==> config.mk <==
export PLATFORM = sky130hd
export DESIGN_NAME = bcd_count_ctrl_flat
export DESIGN_NICKNAME = d
export VERILOG_FILES = /design/src/rtl/bcd_count_ctrl_if.sv /design/src/rtl/bcd_count_ctrl.sv /design/src/flat_wrapper.sv
export SDC_FILE = /design/constraint.sdc
export NUM_CORES = 1
export LEC_CHECK = 0
export BUFFER_PORTS_ARGS = -buffer_cell sky130_fd_sc_hd__buf_2
export CORE_MARGIN = 4
export CORE_UTILIZATION = 47
export CTS_CLUSTER_DIAMETER = 40
export DETAILED_ROUTE_END_ITERATION = 8
export MAX_ROUTING_LAYER = met4
export PLACE_DENSITY = 0.66
export SETUP_SLACK_MARGIN = 0.15
export SYNTH_ARGS = -nofsm -noshare
export SYNTH_HDL_FRONTEND = slang
export SYNTH_SLANG_ARGS = --single-unit
==> constraint.sdc <==
create_clock -name CLOCK_50 -period 2.36 [get_ports CLOCK_50]
set_input_delay 0.59 -clock CLOCK_50 [delete_from_list [all_inputs] [get_ports CLOCK_50]]
set_output_delay 0.59 -clock CLOCK_50 [all_outputs]
set_load 0.005 [all_outputs]
==> src/rtl/bcd_count_ctrl_if.sv <==
// Board-side bundle for the BCD count controller: debounced-input pins,
// preset/wrap switches, the datapath terminal count, and the strobes and
// status the controller returns. The controller takes the slave view.
interface bcd_count_ctrl_if;
  logic       btn_run_n;
  logic       btn_clr_n;
  logic       sw_load;
  logic [7:0] sw_preset;
  logic       sw_wrap;
  logic       tc;
  logic       cnt_en;
  logic       cnt_clr;
  logic       cnt_load;
  logic [7:0] load_val;
  logic [1:0] state;
  logic       preset_err;

  modport slave (
    input  btn_run_n, btn_clr_n, sw_load, sw_preset, sw_wrap, tc,
    output cnt_en, cnt_clr, cnt_load, load_val, state, preset_err
  );

  modport master (
    output btn_run_n, btn_clr_n, sw_load, sw_preset, sw_wrap, tc,
    input  cnt_en, cnt_clr, cnt_load, load_val, state, preset_err
  );
endinterface

==> src/rtl/bcd_count_ctrl.sv <==
// Sequencing controller for the two-digit BCD counter datapath.
//
//   state | meaning
//   ------+--------------------------------------------------------
//   IDLE  | stopped, prescaler held at 0, presets accepted
//   RUN   | prescaler advancing, cnt_en once per DIV cycles
//   PAUSE | prescaler frozen mid-second, presets accepted
//   DONE  | reached 99 with wrap disabled, waits for run or clear
//
// Button path: 2-flop sync -> debounce -> edge register -> FSM output
// register, so a clean press shows up DEB_CYCLES + 4 cycles later.
module bcd_count_ctrl #(
  parameter int DIV        = 50000000,
  parameter int DEB_CYCLES = 500000
) (
  input  logic              CLOCK_50,
  input  logic              KEY,
  bcd_count_ctrl_if.slave   bus
);

  localparam int PW = (DIV > 1) ? $clog2(DIV) : 1;
  localparam int DW = (DEB_CYCLES > 0) ? $clog2(DEB_CYCLES + 1) : 1;

  typedef enum logic [1:0] {
    S_IDLE  = 2'b00,
    S_RUN   = 2'b01,
    S_PAUSE = 2'b10,
    S_DONE  = 2'b11
  } state_t;

  // bit order for the conditioned inputs: {sw_load, btn_clr_n, btn_run_n}
  localparam logic [2:0] IN_IDLE = 3'b011;

  logic [2:0]    r_sync1;
  logic [2:0]    r_sync2;
  logic [2:0]    r_deb;
  logic [2:0]    r_deb_q;
  logic [DW-1:0] r_deb_cnt [0:2];
  logic          r_run_ev;
  logic          r_clr_ev;
  logic          r_load_ev;
  logic [PW-1:0] r_presc;
  state_t        r_state;
  logic          r_cnt_en;
  logic          r_cnt_clr;
  logic          r_cnt_load;
  logic [7:0]    r_load_val;
  logic          r_preset_err;

  logic          w_tick;
  logic          w_preset_ok;
  state_t        w_state_nxt;
  logic          w_cnt_en_nxt;
  logic          w_cnt_clr_nxt;
  logic          w_cnt_load_nxt;
  logic [7:0]    w_load_val_nxt;
  logic          w_preset_err_nxt;

  // Two-flop synchronizers for the asynchronous buttons and load switch.
  always_ff @(posedge CLOCK_50 or negedge KEY) begin
    if (!KEY) begin
      r_sync1 <= IN_IDLE;
      r_sync2 <= IN_IDLE;
    end else begin
      r_sync1 <= {bus.sw_load, bus.btn_clr_n, bus.btn_run_n};
      r_sync2 <= r_sync1;
    end
  end

  // Debounce: accept a new level only after DEB_CYCLES consecutive
  // disagreeing samples; any agreeing sample restarts the count.
  always_ff @(posedge CLOCK_50 or negedge KEY) begin
    if (!KEY) begin
      r_deb <= IN_IDLE;
      for (int i = 0; i < 3; i++) r_deb_cnt[i] <= '0;
    end else begin
      for (int i = 0; i < 3; i++) begin
        if (r_sync2[i] != r_deb[i]) begin
          if (r_deb_cnt[i] == DW'(DEB_CYCLES - 1)) begin
            r_deb[i]     <= r_sync2[i];
            r_deb_cnt[i] <= '0;
          end else begin
            r_deb_cnt[i] <= r_deb_cnt[i] + DW'(1);
          end
        end else begin
          r_deb_cnt[i] <= '0;
        end
      end
    end
  end

  // Edge stage: one-cycle events on press (falling) or load-switch rise.
  always_ff @(posedge CLOCK_50 or negedge KEY) begin
    if (!KEY) begin
      r_deb_q   <= IN_IDLE;
      r_run_ev  <= 1'b0;
      r_clr_ev  <= 1'b0;
      r_load_ev <= 1'b0;
    end else begin
      r_deb_q   <= r_deb;
      r_run_ev  <= r_deb_q[0] & ~r_deb[0];
      r_clr_ev  <= r_deb_q[1] & ~r_deb[1];
      r_load_ev <= ~r_deb_q[2] & r_deb[2];
    end
  end

  assign w_tick      = (r_state == S_RUN) && (r_presc == PW'(DIV - 1));
  assign w_preset_ok = (bus.sw_preset[7:4] <= 4'd9) && (bus.sw_preset[3:0] <= 4'd9);

  // Prescaler: advances in RUN, frozen in PAUSE and on the pausing cycle
  // itself so the partial second survives, zero everywhere else.
  always_ff @(posedge CLOCK_50 or negedge KEY) begin
    if (!KEY) begin
      r_presc <= '0;
    end else if (r_clr_ev) begin
      r_presc <= '0;
    end else begin
      case (r_state)
        S_RUN: begin
          if (r_run_ev)    r_presc <= r_presc;
          else if (w_tick) r_presc <= '0;
          else             r_presc <= r_presc + PW'(1);
        end
        S_PAUSE: r_presc <= r_presc;
        default: r_presc <= '0;
      endcase
    end
  end

  // FSM state and registered outputs.
  always_ff @(posedge CLOCK_50 or negedge KEY) begin
    if (!KEY) begin
      r_state      <= S_IDLE;
      r_cnt_en     <= 1'b0;
      r_cnt_clr    <= 1'b0;
      r_cnt_load   <= 1'b0;
      r_load_val   <= 8'h00;
      r_preset_err <= 1'b0;
    end else begin
      r_state      <= w_state_nxt;
      r_cnt_en     <= w_cnt_en_nxt;
      r_cnt_clr    <= w_cnt_clr_nxt;
      r_cnt_load   <= w_cnt_load_nxt;
      r_load_val   <= w_load_val_nxt;
      r_preset_err <= w_preset_err_nxt;
    end
  end

  // Next state and strobes; priority clr > load > run > tick, losers dropped.
  always_comb begin
    w_state_nxt      = r_state;
    w_cnt_en_nxt     = 1'b0;
    w_cnt_clr_nxt    = 1'b0;
    w_cnt_load_nxt   = 1'b0;
    w_load_val_nxt   = r_load_val;
    w_preset_err_nxt = r_preset_err;
    if (r_clr_ev) begin
      w_cnt_clr_nxt    = 1'b1;
      w_state_nxt      = S_IDLE;
      w_preset_err_nxt = 1'b0;
    end else if (r_load_ev && ((r_state == S_IDLE) || (r_state == S_PAUSE))) begin
      if (w_preset_ok) begin
        w_cnt_load_nxt = 1'b1;
        w_load_val_nxt = bus.sw_preset;
      end else begin
        w_preset_err_nxt = 1'b1;
      end
    end else if (r_run_ev) begin
      case (r_state)
        S_IDLE:  w_state_nxt = S_RUN;
        S_RUN:   w_state_nxt = S_PAUSE;
        S_PAUSE: w_state_nxt = S_RUN;
        default: w_state_nxt = S_IDLE;
      endcase
    end else if (w_tick) begin
      if (bus.tc && !bus.sw_wrap) w_state_nxt  = S_DONE;
      else                        w_cnt_en_nxt = 1'b1;
    end
  end

  assign bus.cnt_en     = r_cnt_en;
  assign bus.cnt_clr    = r_cnt_clr;
  assign bus.cnt_load   = r_cnt_load;
  assign bus.load_val   = r_load_val;
  assign bus.state      = r_state;
  assign bus.preset_err = r_preset_err;

endmodule

==> src/flat_wrapper.sv <==
// flat-port wrapper written by rule: the top's interface ports become plain ports
module bcd_count_ctrl_flat 
#(
  parameter int DIV        = 50000000,
  parameter int DEB_CYCLES = 500000
)
  (CLOCK_50, KEY, bus_btn_run_n, bus_btn_clr_n, bus_sw_load, bus_sw_preset, bus_sw_wrap, bus_tc, bus_cnt_en, bus_cnt_clr, bus_cnt_load, bus_load_val, bus_state, bus_preset_err);
  bcd_count_ctrl_if bus_i ();
  input  logic CLOCK_50;
  input  logic KEY;
  input wire logic [$bits(bus_i.btn_run_n)-1:0] bus_btn_run_n;
  input wire logic [$bits(bus_i.btn_clr_n)-1:0] bus_btn_clr_n;
  input wire logic [$bits(bus_i.sw_load)-1:0] bus_sw_load;
  input wire logic [$bits(bus_i.sw_preset)-1:0] bus_sw_preset;
  input wire logic [$bits(bus_i.sw_wrap)-1:0] bus_sw_wrap;
  input wire logic [$bits(bus_i.tc)-1:0] bus_tc;
  output wire logic [$bits(bus_i.cnt_en)-1:0] bus_cnt_en;
  output wire logic [$bits(bus_i.cnt_clr)-1:0] bus_cnt_clr;
  output wire logic [$bits(bus_i.cnt_load)-1:0] bus_cnt_load;
  output wire logic [$bits(bus_i.load_val)-1:0] bus_load_val;
  output wire logic [$bits(bus_i.state)-1:0] bus_state;
  output wire logic [$bits(bus_i.preset_err)-1:0] bus_preset_err;
  assign bus_i.btn_run_n = bus_btn_run_n;
  assign bus_i.btn_clr_n = bus_btn_clr_n;
  assign bus_i.sw_load = bus_sw_load;
  assign bus_i.sw_preset = bus_sw_preset;
  assign bus_i.sw_wrap = bus_sw_wrap;
  assign bus_i.tc = bus_tc;
  assign bus_cnt_en = bus_i.cnt_en;
  assign bus_cnt_clr = bus_i.cnt_clr;
  assign bus_cnt_load = bus_i.cnt_load;
  assign bus_load_val = bus_i.load_val;
  assign bus_state = bus_i.state;
  assign bus_preset_err = bus_i.preset_err;
  bcd_count_ctrl #(.DIV(DIV), .DEB_CYCLES(DEB_CYCLES)) u_core (.CLOCK_50(CLOCK_50), .KEY(KEY), .bus(bus_i));
endmodule
==> out/qor.csv, run 1 <==
metric;value;unit
post-synthesis register bit count;112;
register area share after synthesis;53.7;%
dominant cell type by area after synthesis;dfrtp_1;
Clock Skews;0.00969;ns
DRC;0;
CTS sink cnt;112;
largest net degree at the start of global routing;113;
Synth cell types;49;
antenna-violating nets left;0;
syn avg cell area;10.3;µm²
Crit path arrival time;2.28;ns
CP endpoint kind;flip-flop;
Net Switching;0.000741;W
mapped cell area;5240;µm²
PD cells;546;nW/µm²
fin nets;558;
synth top area cells;dfrtp_1 (50%), xor2_1 (8.5%), nor2_1 (6.1%);
GR Util All Layers;16.2;%
clk slew on worst S/H paths;0.10;ns
final hold violation count;0;
Reg power frac;62.9;%
Final setup viols;0;
Total Routed Length;9360;µm
IO Count;29;
Port-buffer cells;28;
critical path's slowest cell;dfrtp_1;
Synth top area share;49.7;%
vias in the first global route;3612;
TritonCTS Buffers;9;
max-slew violations;0;
core box area;10900;µm²
worst slew pin tran;0.573;ns
maximum operating frequency;0.497;GHz
Hold Path Class;in2async;
initial core utilization;48.1;%
total gr overflow;0;
WS Path Type;reg2reg;
Logic pwr share;3.7;%
crit start category;flip-flop;
Die Width;114;µm
Clk pwr share;33.4;%
drt wl/cell;13.7;µm
Crit path max-delay family;simple AND/OR/NAND/NOR gates;
initial antenna violation count;0;
CTS tree;done;
final worst path period share;85.2;%
crit-path max cell delay;0.41;ns
syn nets;528;
GPL Wtd Cong;0.817;
Final Critical Period;2.01;ns
Die ar.;12900;µm²
worst-skew pair later-pin latency;0.38;ns
clk root buf;clkbuf_8;
die height;114;µm
Layout Cells excl Fill;684;
dpl cells;667;
P&R area growth vs syn;9.20;%
Net Sw Frac;23.7;%
worst path bufs/invs;0;
vias per cell;5.37;
number of max-cap violations;0;
share of layout cells above drive strength 1;14.2;%
drt first pass iters;4;
htree depth;3;
VDD IR max;0.363;mV
row cnt;38;
Vias;3674;
first-pass GRT wire length;16500;µm
crit path max fanout;5;
static leakage;2.53;nW
DR iter-0 viols;202;
Gate Count Post-Synth;509;
critical path, cell by cell;ha_1, and4_1, nand3_1, o31a_1, nand2_1, o311ai_0;
Int Pwr;0.00238;W
RSZ-0062 raised after global routing;false;
total negative setup slack;0;ns
HPWL Detailed;6450;µm
pre-CTS setup slack;0.191;ns
Ys Warns;0;
final worst slack;0.350;ns
clock buffer depth;2;
Worst slew margin;61.8;%
Ant. Diodes;0;
Worst EP required;2.63;ns
status;completed;
state kept, by name, indices dropped and copies added (netlist names):
signal,cells
u_core.r_sync2,3
u_core.bus.preset_err,1
u_core.bus.cnt_clr,1
u_core.r_clr_ev,1
u_core.bus.cnt_load,1
u_core.r_presc,26
u_core.r_deb_cnt,57
u_core.r_deb_q,3
u_core.r_load_ev,1
u_core.r_sync1,3
u_core.r_deb,3
u_core.bus.cnt_en,1
u_core.r_run_ev,1
u_core.bus.state,2
u_core.bus.load_val,8
cells by family (layout without fill, tap and decap cells):
group,after synthesis,count (layout),synth area share [%]
XOR/XNOR,67,67,11.2
AND/OR/NAND/NOR,258,258,25.2
buffers and inverters,25,60,2.34
AO/OA/AOI/OAI,31,31,3.97
multiplexers,12,12,2.58
adder cells (fa/ha/maj),4,4,0.956
flip-flops,112,112,53.7
placed cells by master (no fill, tap or decap), types with 6 or more instances in the layout:
cell      count
xnor2_1      16
nand4_1      28
mux2_2       12
buf_2        27
xor2_1       51
nor3_1        9
dfstp_2       8
nor4_1        6
and4_1        6
nor2_1       85
and3_1       16
nand2_1      40
dfrtp_1     104
nand3_1      35
clkbuf_8      9
o21ai_0      10
inv_1        10
per-layer routing:
layer / GRT usage (%) / share of wire [%]
met2: 25.0 / 46
met4: 3.77 / 1.0
met5: - / 0
met3: 4.46 / 3.5
met1: 21.5 / 50
Yosys cell counts (all sizes together):
cell	instances
dfrtp	104
nor2	86
xor2	51
nand2	40
nand3	35
nand4	28
and3	16
xnor2	16
mux2	12
buf	11
o21ai	11
inv	10
nor3	9
dfstp	8
a21oi	6
and4	6
nor4	6
nor2b	5
nor4b	5
or3	5
clkbuf	4
ha	4
and2	3
nand2b	3
nand4b	3
o311ai	3
or2	3
a21o	2
a22o	2
o31ai	2
a211oi	1
a31oi	1
and4bb	1
nand3b	1
nand4bb	1
nor3b	1
nor4bb	1
o211a	1
o211ai	1
o31a	1
worst paths after layout:
kind,from,endpoint,slack [ns],cells after the start
worst max-delay path,u_core.r_presc[0]$_DFFE_PN0P_,u_core.r_presc[6]$_DFFE_PN0P_,0.35,6
worst max register to register,u_core.r_presc[0]$_DFFE_PN0P_,u_core.r_presc[6]$_DFFE_PN0P_,0.35,6
min in group CLOCK_50,bus_btn_clr_n,u_core.r_sync1[1]$_DFF_PN1_,0.30,1
worst min register to register,u_core.r_sync1[2]$_DFF_PN0_,u_core.r_sync2[2]$_DFF_PN0_,0.36,0
max in group asynchronous,KEY,u_core.bus.cnt_clr$_DFF_PN0_,1.67,2
worst min-delay path,KEY,u_core.r_deb_cnt[49]$_DFF_PN0_,0.27,2
power groups by stage:
stage | logic, W | clock network [W] | registers [W]
2_1_floorplan | 0.0000486 | 0 | 0.00200
3_3_place_gp | 0.000117 | 0 | 0.00200
3_5_place_dp | 0.000120 | 0 | 0.00200
4_1_cts | 0.000121 | 0.00109 | 0.00197
5_1_grt | 0.000135 | 0.00117 | 0.00197
6_report | 0.000115 | 0.00104 | 0.00197
worst reg2reg max path, stage by stage, from the launching register on:
cell	delay [ns]
dfrtp_1	0.41
ha_1	0.24
and4_1	0.27
nand3_1	0.18
o31a_1	0.28
nand2_1	0.18
o311ai_0	0.33
per-stage QoR:
stage / utilization, % / area (µm²) / power [W] / hold WS (ns)
floorplan: - / 5240 / 0.00205 / 0.294
global placement: 50.7 / 5520 / 0.00212 / 0.337
detailed placement: 50.7 / 5520 / 0.00212 / 0.335
CTS: 52.3 / 5690 / 0.00317 / 0.274
global route: 52.5 / 5720 / 0.00327 / 0.267
finish: 52.5 / 5720 / 0.00312 / 0.266
layout make-up:
cell class                 count  area [µm²]
sequential                   112        2810
inverter                      10        37.5
tap                          140         175
timing repair buffer          34         213
clock buffer                  11         131
fill                        1005        5170
clock inverter                 5        41.3
multi-input combinational    372        2310
timing repair:
item	CTS	global route
setup endpoints to repair	0	19
gates resized for setup	0	2
setup buffers	0	1
hold buffers	0	0
endpoints found under the hold margin	0	0
Power figures use the tool's default switching activity.
==> run 2, diff against run 1 <==
Settings changed: CTS_CLUSTER_SIZE from default to 10, REMOVE_ABC_BUFFERS from default to 1.
==> out/qor.csv, run 2 (synthesis results as in run 1) <==
metric;value;unit;change
Final setup viols;0;;unchanged
CTS tree;done;;
TritonCTS Buffers;9;;unchanged
row cnt;38;;unchanged
final worst path period share;86.8;%;+1.6 points
Crit path arrival time;2.32;ns;+0.04 ns
Worst EP required;2.63;ns;about the same
Worst slew margin;63.2;%;+1.5 points
Die Width;114;µm;unchanged
RSZ-0062 raised after global routing;false;;
Crit path max-delay family;compound AO/OA/AOI/OAI gates;;
r2r endpoint;u_core.r_presc[6]$_DFFE_PN0P_;;
GR Util All Layers;16.5;%;+0.31 points
Post-CTS Hold Buffers;0;;unchanged
Vias;3708;;+0.93%
Ant. Diodes;0;;unchanged
DR iter-0 viols;191;;-5.4%
worst setup path end;u_core.r_presc[6]$_DFFE_PN0P_;;
Hold Path Class;in2async;;
worst path bufs/invs;0;;unchanged
clk slew on worst S/H paths;0.10;ns;about the same
total gr overflow;0;;unchanged
final worst slack;0.311;ns;-0.0387 ns
critical path, cell by cell;ha_1, and4_1, nand3_1, o31a_1, nand2_1, o311ai_0;;
crit-path max cell delay;0.42;ns;about the same
most frequent cells in the layout;dfrtp_1 (104), nor2_1 (85), xor2_1 (51);;
worst-skew pair later-pin latency;0.38;ns;about the same
GPL Wtd Cong;0.846;;+3.6%
VDD IR max;0.478;mV;+32%
CTS sink cnt;112;;unchanged
clk root buf;clkbuf_8;;
status;completed;;
most common cell after layout, fill and taps aside;dfrtp_1;;
max-slew violations;0;;unchanged
dpl cells;667;;unchanged
HPWL Detailed;6590;µm;+2.1%
crit path max fanout;5;;unchanged
Total Routed Length;9400;µm;+0.44%
hold_ws;0.164;ns;-0.102 ns
htree depth;3;;unchanged
die height;114;µm;unchanged
core box area;10900;µm²;unchanged
pre-CTS setup slack;0.267;ns;+0.0760 ns
Layout Cells excl Fill;684;;unchanged
drt wl/cell;13.7;µm;+0.44%
CP endpoint kind;flip-flop;;
share of layout cells above drive strength 1;14.3;%;+0.18 points
maximum operating frequency;0.488;GHz;-1.9%
WS Path Type;reg2reg;;
P&R area growth vs syn;9.80;%;
Final Critical Period;2.05;ns;+0.0387 ns
number of max-cap violations;0;;unchanged
Port-buffer cells;28;;unchanged
Biggest register;u_core.r_deb_cnt;;
antenna-violating nets left;0;;unchanged
drt first pass iters;4;;unchanged
crit path from;u_core.r_presc[0]$_DFFE_PN0P_;;
Reg2Reg Setup Slack;0.31;ns;-0.04 ns
vias in the first global route;3731;;+3.3%
initial core utilization;48.1;%;unchanged
Die ar.;12900;µm²;unchanged
PD cells;559;nW/µm²;+2.4%
vias per cell;5.42;;+0.93%
critical path's slowest cell;dfrtp_1;;
total negative setup slack;0;ns;unchanged
initial antenna violation count;0;;unchanged
fin nets;558;;unchanged
DRC;0;;unchanged
clock buffer depth;2;;unchanged
crit start category;flip-flop;;
Clock Skews;0.00573;ns;-0.00396 ns
static leakage;2.55;nW;+0.79%
largest net degree at the start of global routing;39;;-65%
IO Count;29;;unchanged
final hold violation count;0;;unchanged
fillcell total;980;;-2.5%
worst slew pin tran;0.544;ns;-0.0296 ns
max reg flops;57;;unchanged
R2R cell count;6;;unchanged
Reg2Reg Launch Point;u_core.r_presc[0]$_DFFE_PN0P_;;
first-pass GRT wire length;17000;µm;+2.6%
CP Depth;6;;unchanged
==> run 2: how the worst min path moves through the flow <==
stage                     cells after the start                            endpoint  slack [ns]                        start
after global placement                        0         u_core.r_sync2[2]$_DFF_PN0_        0.34  u_core.r_sync1[2]$_DFF_PN0_
final                                         1       u_core.bus.cnt_load$_DFF_PN0_        0.16                          KEY
after global routing                          1  u_core.bus.load_val[5]$_DFFE_PN0P_        0.18                          KEY
after floorplan                               0        u_core.bus.cnt_clr$_DFF_PN0_        0.29                          KEY
after CTS                                     1      u_core.r_deb_cnt[49]$_DFF_PN0_        0.17                          KEY
after detailed placement                      0         u_core.r_sync2[2]$_DFF_PN0_        0.34  u_core.r_sync1[2]$_DFF_PN0_
==> run 2: worst register-to-register path, cell delays in order (launching register included) <==
cell	delay (ns)
dfrtp_1	0.42
ha_1	0.25
and4_1	0.27
nand3_1	0.18
o31a_1	0.28
nand2_1	0.18
o311ai_0	0.36
==> run 2: power breakdown <==
| part | internal, W | leakage (nW) | switching (W) | total (W) |
|---|---|---|---|---|
| sequential | 0.00195 | 1.52 | 0.0000192 | 0.00197 |
| clock | 0.000463 | 0.103 | 0.000668 | 0.00113 |
| combinational | 0.0000431 | 0.933 | 0.0000752 | 0.000118 |
| total | 0.00245 | 2.55 | 0.000763 | 0.00322 |
==> run 2: metrics by stage <==
stage / utilization (%) / power, W / instance area (µm²)
floorplan: - / 0.00204 / 5150
global placement: 50.8 / 0.00212 / 5530
detailed placement: 50.8 / 0.00213 / 5530
CTS: 52.6 / 0.00326 / 5730
global route: 52.8 / 0.00336 / 5750
finish: 52.8 / 0.00322 / 5750
==> run 2: area by class of cell <==
cell class / count / area [µm²] / share of cell area [%]
well taps: 140 / 175 / 3.05
multi-input cells: 372 / 2300 / 40.0
inverters: 10 / 37.5 / 0.653
repair buffers: 34 / 225 / 3.92
flip-flops and latches: 112 / 2810 / 48.9
clock inverters: 5 / 46.3 / 0.805
clock buffers: 11 / 151 / 2.63
==> run 2: what timing repair did <==
item	in CTS	in global routing
setup endpoints to repair	0	17
setup buffers	0	1
resized for setup	0	0
==> run 2: metal layers <==
metal	routed length (µm)	vias to the layer above	global-route usage, %	share of wire (%)
li1	-	1823	-	-
met1	4460	1821	21.3	47
met2	4510	52	25.9	48
met3	311	12	4.46	3.3
met4	125	0	4.81	1.3
met5	0	-	-	0
==> run 3, diff against run 2 <==
--- a/config.mk
+++ b/config.mk
@@ -9,3 +9,3 @@
 export CORE_MARGIN = 4
-export CORE_UTILIZATION = 47
+export CORE_UTILIZATION = 55
 export CTS_CLUSTER_DIAMETER = 40
@@ -14,3 +14,3 @@
 export MAX_ROUTING_LAYER = met4
-export PLACE_DENSITY = 0.66
+export PLACE_DENSITY = 0.75
 export REMOVE_ABC_BUFFERS = 1
==> constraint.sdc (replaced) <==
create_clock -name CLOCK_50 -period 2.36 [get_ports CLOCK_50]
set_input_delay 0.118 -clock CLOCK_50 [delete_from_list [all_inputs] [get_ports CLOCK_50]]
set_output_delay 0.118 -clock CLOCK_50 [all_outputs]
set_load 0.005 [all_outputs]
==> out/qor.csv, run 3 (synthesis results as in run 1) <==
metric;value;unit;change
WS Path Type;reg2reg;;
R2R cell count;6;;unchanged
htree depth;3;;unchanged
IO Count;29;;unchanged
crit start category;flip-flop;;
CTS sink cnt;112;;unchanged
CP endpoint kind;flip-flop;;
P&R area growth vs syn;11.1;%;
worst slew pin tran;0.513;ns;-0.0306 ns
Worst slew margin;65.7;%;+2.4 points
hold_ws;0.0347;ns;-0.129 ns
Port-buffer cells;28;;unchanged
most frequent cells in the layout;dfrtp_1 (104), nor2_1 (85), xor2_1 (51);;
TritonCTS Buffers;9;;unchanged
antenna-violating nets left;0;;unchanged
worst-skew pair later-pin latency;0.37;ns;about the same
Vias;3731;;+0.62%
Worst EP required;2.62;ns;about the same
CTS tree;done;;
worst setup path end;u_core.r_presc[5]$_DFFE_PN0P_;;
final hold violation count;0;;unchanged
total negative setup slack;0;ns;unchanged
row cnt;35;;-7.9%
Reg2Reg Setup Slack;0.27;ns;-0.04 ns
DR iter-0 viols;148;;-23%
max reg flops;57;;unchanged
drt wl/cell;14.1;µm;+2.6%
Final Critical Period;2.09;ns;+0.0372 ns
DRC;0;;unchanged
final worst path period share;88.4;%;+1.6 points
maximum operating frequency;0.479;GHz;-1.8%
critical path, cell by cell;ha_1, and4_1, nand3_1, o31a_1, nand2_1, o311ai_0;;
crit-path max cell delay;0.42;ns;about the same
GPL Wtd Cong;0.935;;+11%
largest net degree at the start of global routing;58;;+49%
Ant. Diodes;0;;unchanged
RSZ-0062 raised after global routing;false;;
crit path max fanout;5;;unchanged
static leakage;2.58;nW;+0.91%
clk slew on worst S/H paths;0.11;ns;about the same
total gr overflow;0;;unchanged
Die Width;106;µm;-7.0%
clk root buf;clkbuf_8;;
vias per cell;5.45;;+0.62%
pre-CTS setup slack;0.309;ns;+0.0429 ns
PD cells;542;nW/µm²;-3.1%
core box area;9240;µm²;-15%
fin nets;569;;+2.0%
Crit path arrival time;2.35;ns;+0.03 ns
Total Routed Length;9650;µm;+2.6%
initial core utilization;56.7;%;+8.6 points
vias in the first global route;3655;;-2.0%
Biggest register;u_core.r_deb_cnt;;
max-slew violations;0;;unchanged
r2r endpoint;u_core.r_presc[5]$_DFFE_PN0P_;;
Layout Cells excl Fill;684;;unchanged
VDD IR max;0.353;mV;-26%
HPWL Detailed;6510;µm;-1.3%
Clock Skews;0.0150;ns;+0.00923 ns
dpl cells;656;;-1.6%
share of layout cells above drive strength 1;14.1;%;-0.28 points
number of max-cap violations;0;;unchanged
clock buffer depth;2;;unchanged
first-pass GRT wire length;16700;µm;-1.6%
critical path's slowest cell;dfrtp_1;;
final worst slack;0.274;ns;-0.0372 ns
Die ar.;11100;µm²;-14%
Final setup viols;0;;unchanged
most common cell after layout, fill and taps aside;dfrtp_1;;
die height;106;µm;-7.0%
crit path from;u_core.r_presc[0]$_DFFE_PN0P_;;
status;completed;;
Hold Path Class;in2reg;;
initial antenna violation count;0;;unchanged
GR Util All Layers;18.7;%;+2.2 points
drt first pass iters;4;;unchanged
Reg2Reg Launch Point;u_core.r_presc[0]$_DFFE_PN0P_;;
fillcell total;738;;-25%
==> run 3: changes by cell type in the layout (fill, tap and decap cells not counted), sizes merged <==
cell and delta:
clkinvlp +2, inv -1, clkbuf -1, dlygate4sd3 +11
==> run 3: worst max-delay path, delay by kind of cell, from the launching register on <==
kind	cells	cell delay, ns
and+or+nand+nor	3	0.66
AOI/OAI and AO/OA	2	0.65
DFF	1	0.42
adders and majority gates	1	0.25
==> run 3: worst min-delay path by stage <==
stage               slack, ns  cells past startpoint                                 end              from
finish                   0.03                      2  u_core.bus.load_val[3]$_DFFE_PN0P_  bus_sw_preset[3]
global route             0.04                      2  u_core.bus.load_val[3]$_DFFE_PN0P_  bus_sw_preset[3]
CTS                      0.03                      2  u_core.bus.load_val[3]$_DFFE_PN0P_  bus_sw_preset[3]
detailed placement       0.12                      1       u_core.r_presc[2]$_DFFE_PN0P_               KEY
global placement         0.12                      1       u_core.r_presc[2]$_DFFE_PN0P_               KEY
floorplan               -0.18                      0        u_core.bus.cnt_clr$_DFF_PN0_               KEY
==> run 3: report_power, final <==
group	switching, W	internal [W]	total (W)
logic	0.0000780	0.0000531	0.000131
registers	0.0000190	0.00195	0.00197
clock network	0.000660	0.000398	0.00106
==> run 3: what timing repair did <==
item	CTS	global route
endpoints found under the hold margin	47	0
buffers inserted	0	1
resized for setup	0	2
hold buffers	11	0
endpoints found under the setup margin	0	19
==> run 3: cell type report <==
type                    instances  area (µm²)  share of cell area, %
repair buffers                 45         323                   5.55
clock inverters                 6        50.0                  0.860
multi-input cells             372        2310                   39.6
well taps                     129         161                   2.77
clock buffers                  10         128                   2.19
flip-flops and latches        112        2810                   48.3
inverters                      10        37.5                  0.645
==> run 3: stage by stage <==
stage / total power (W) / instance area (µm²) / util (%)
6_report: 0.00315 / 5820 / 63.0
5_1_grt: 0.00328 / 5820 / 63.0
4_1_cts: 0.00318 / 5790 / 62.7
3_5_place_dp: 0.00212 / 5510 / 59.6
3_3_place_gp: 0.00212 / 5510 / 59.6
2_1_floorplan: 0.00204 / 5150 / -
==> run 3: metal layers <==
metal | wire length (µm) | vias up | track usage [%]
met1 | 4500 | 1808 | 24.3
met5 | 0 | - | -
li1 | - | 1842 | -
met2 | 4690 | 69 | 29.9
met4 | 146 | 0 | 7.03
met3 | 303 | 12 | 3.06
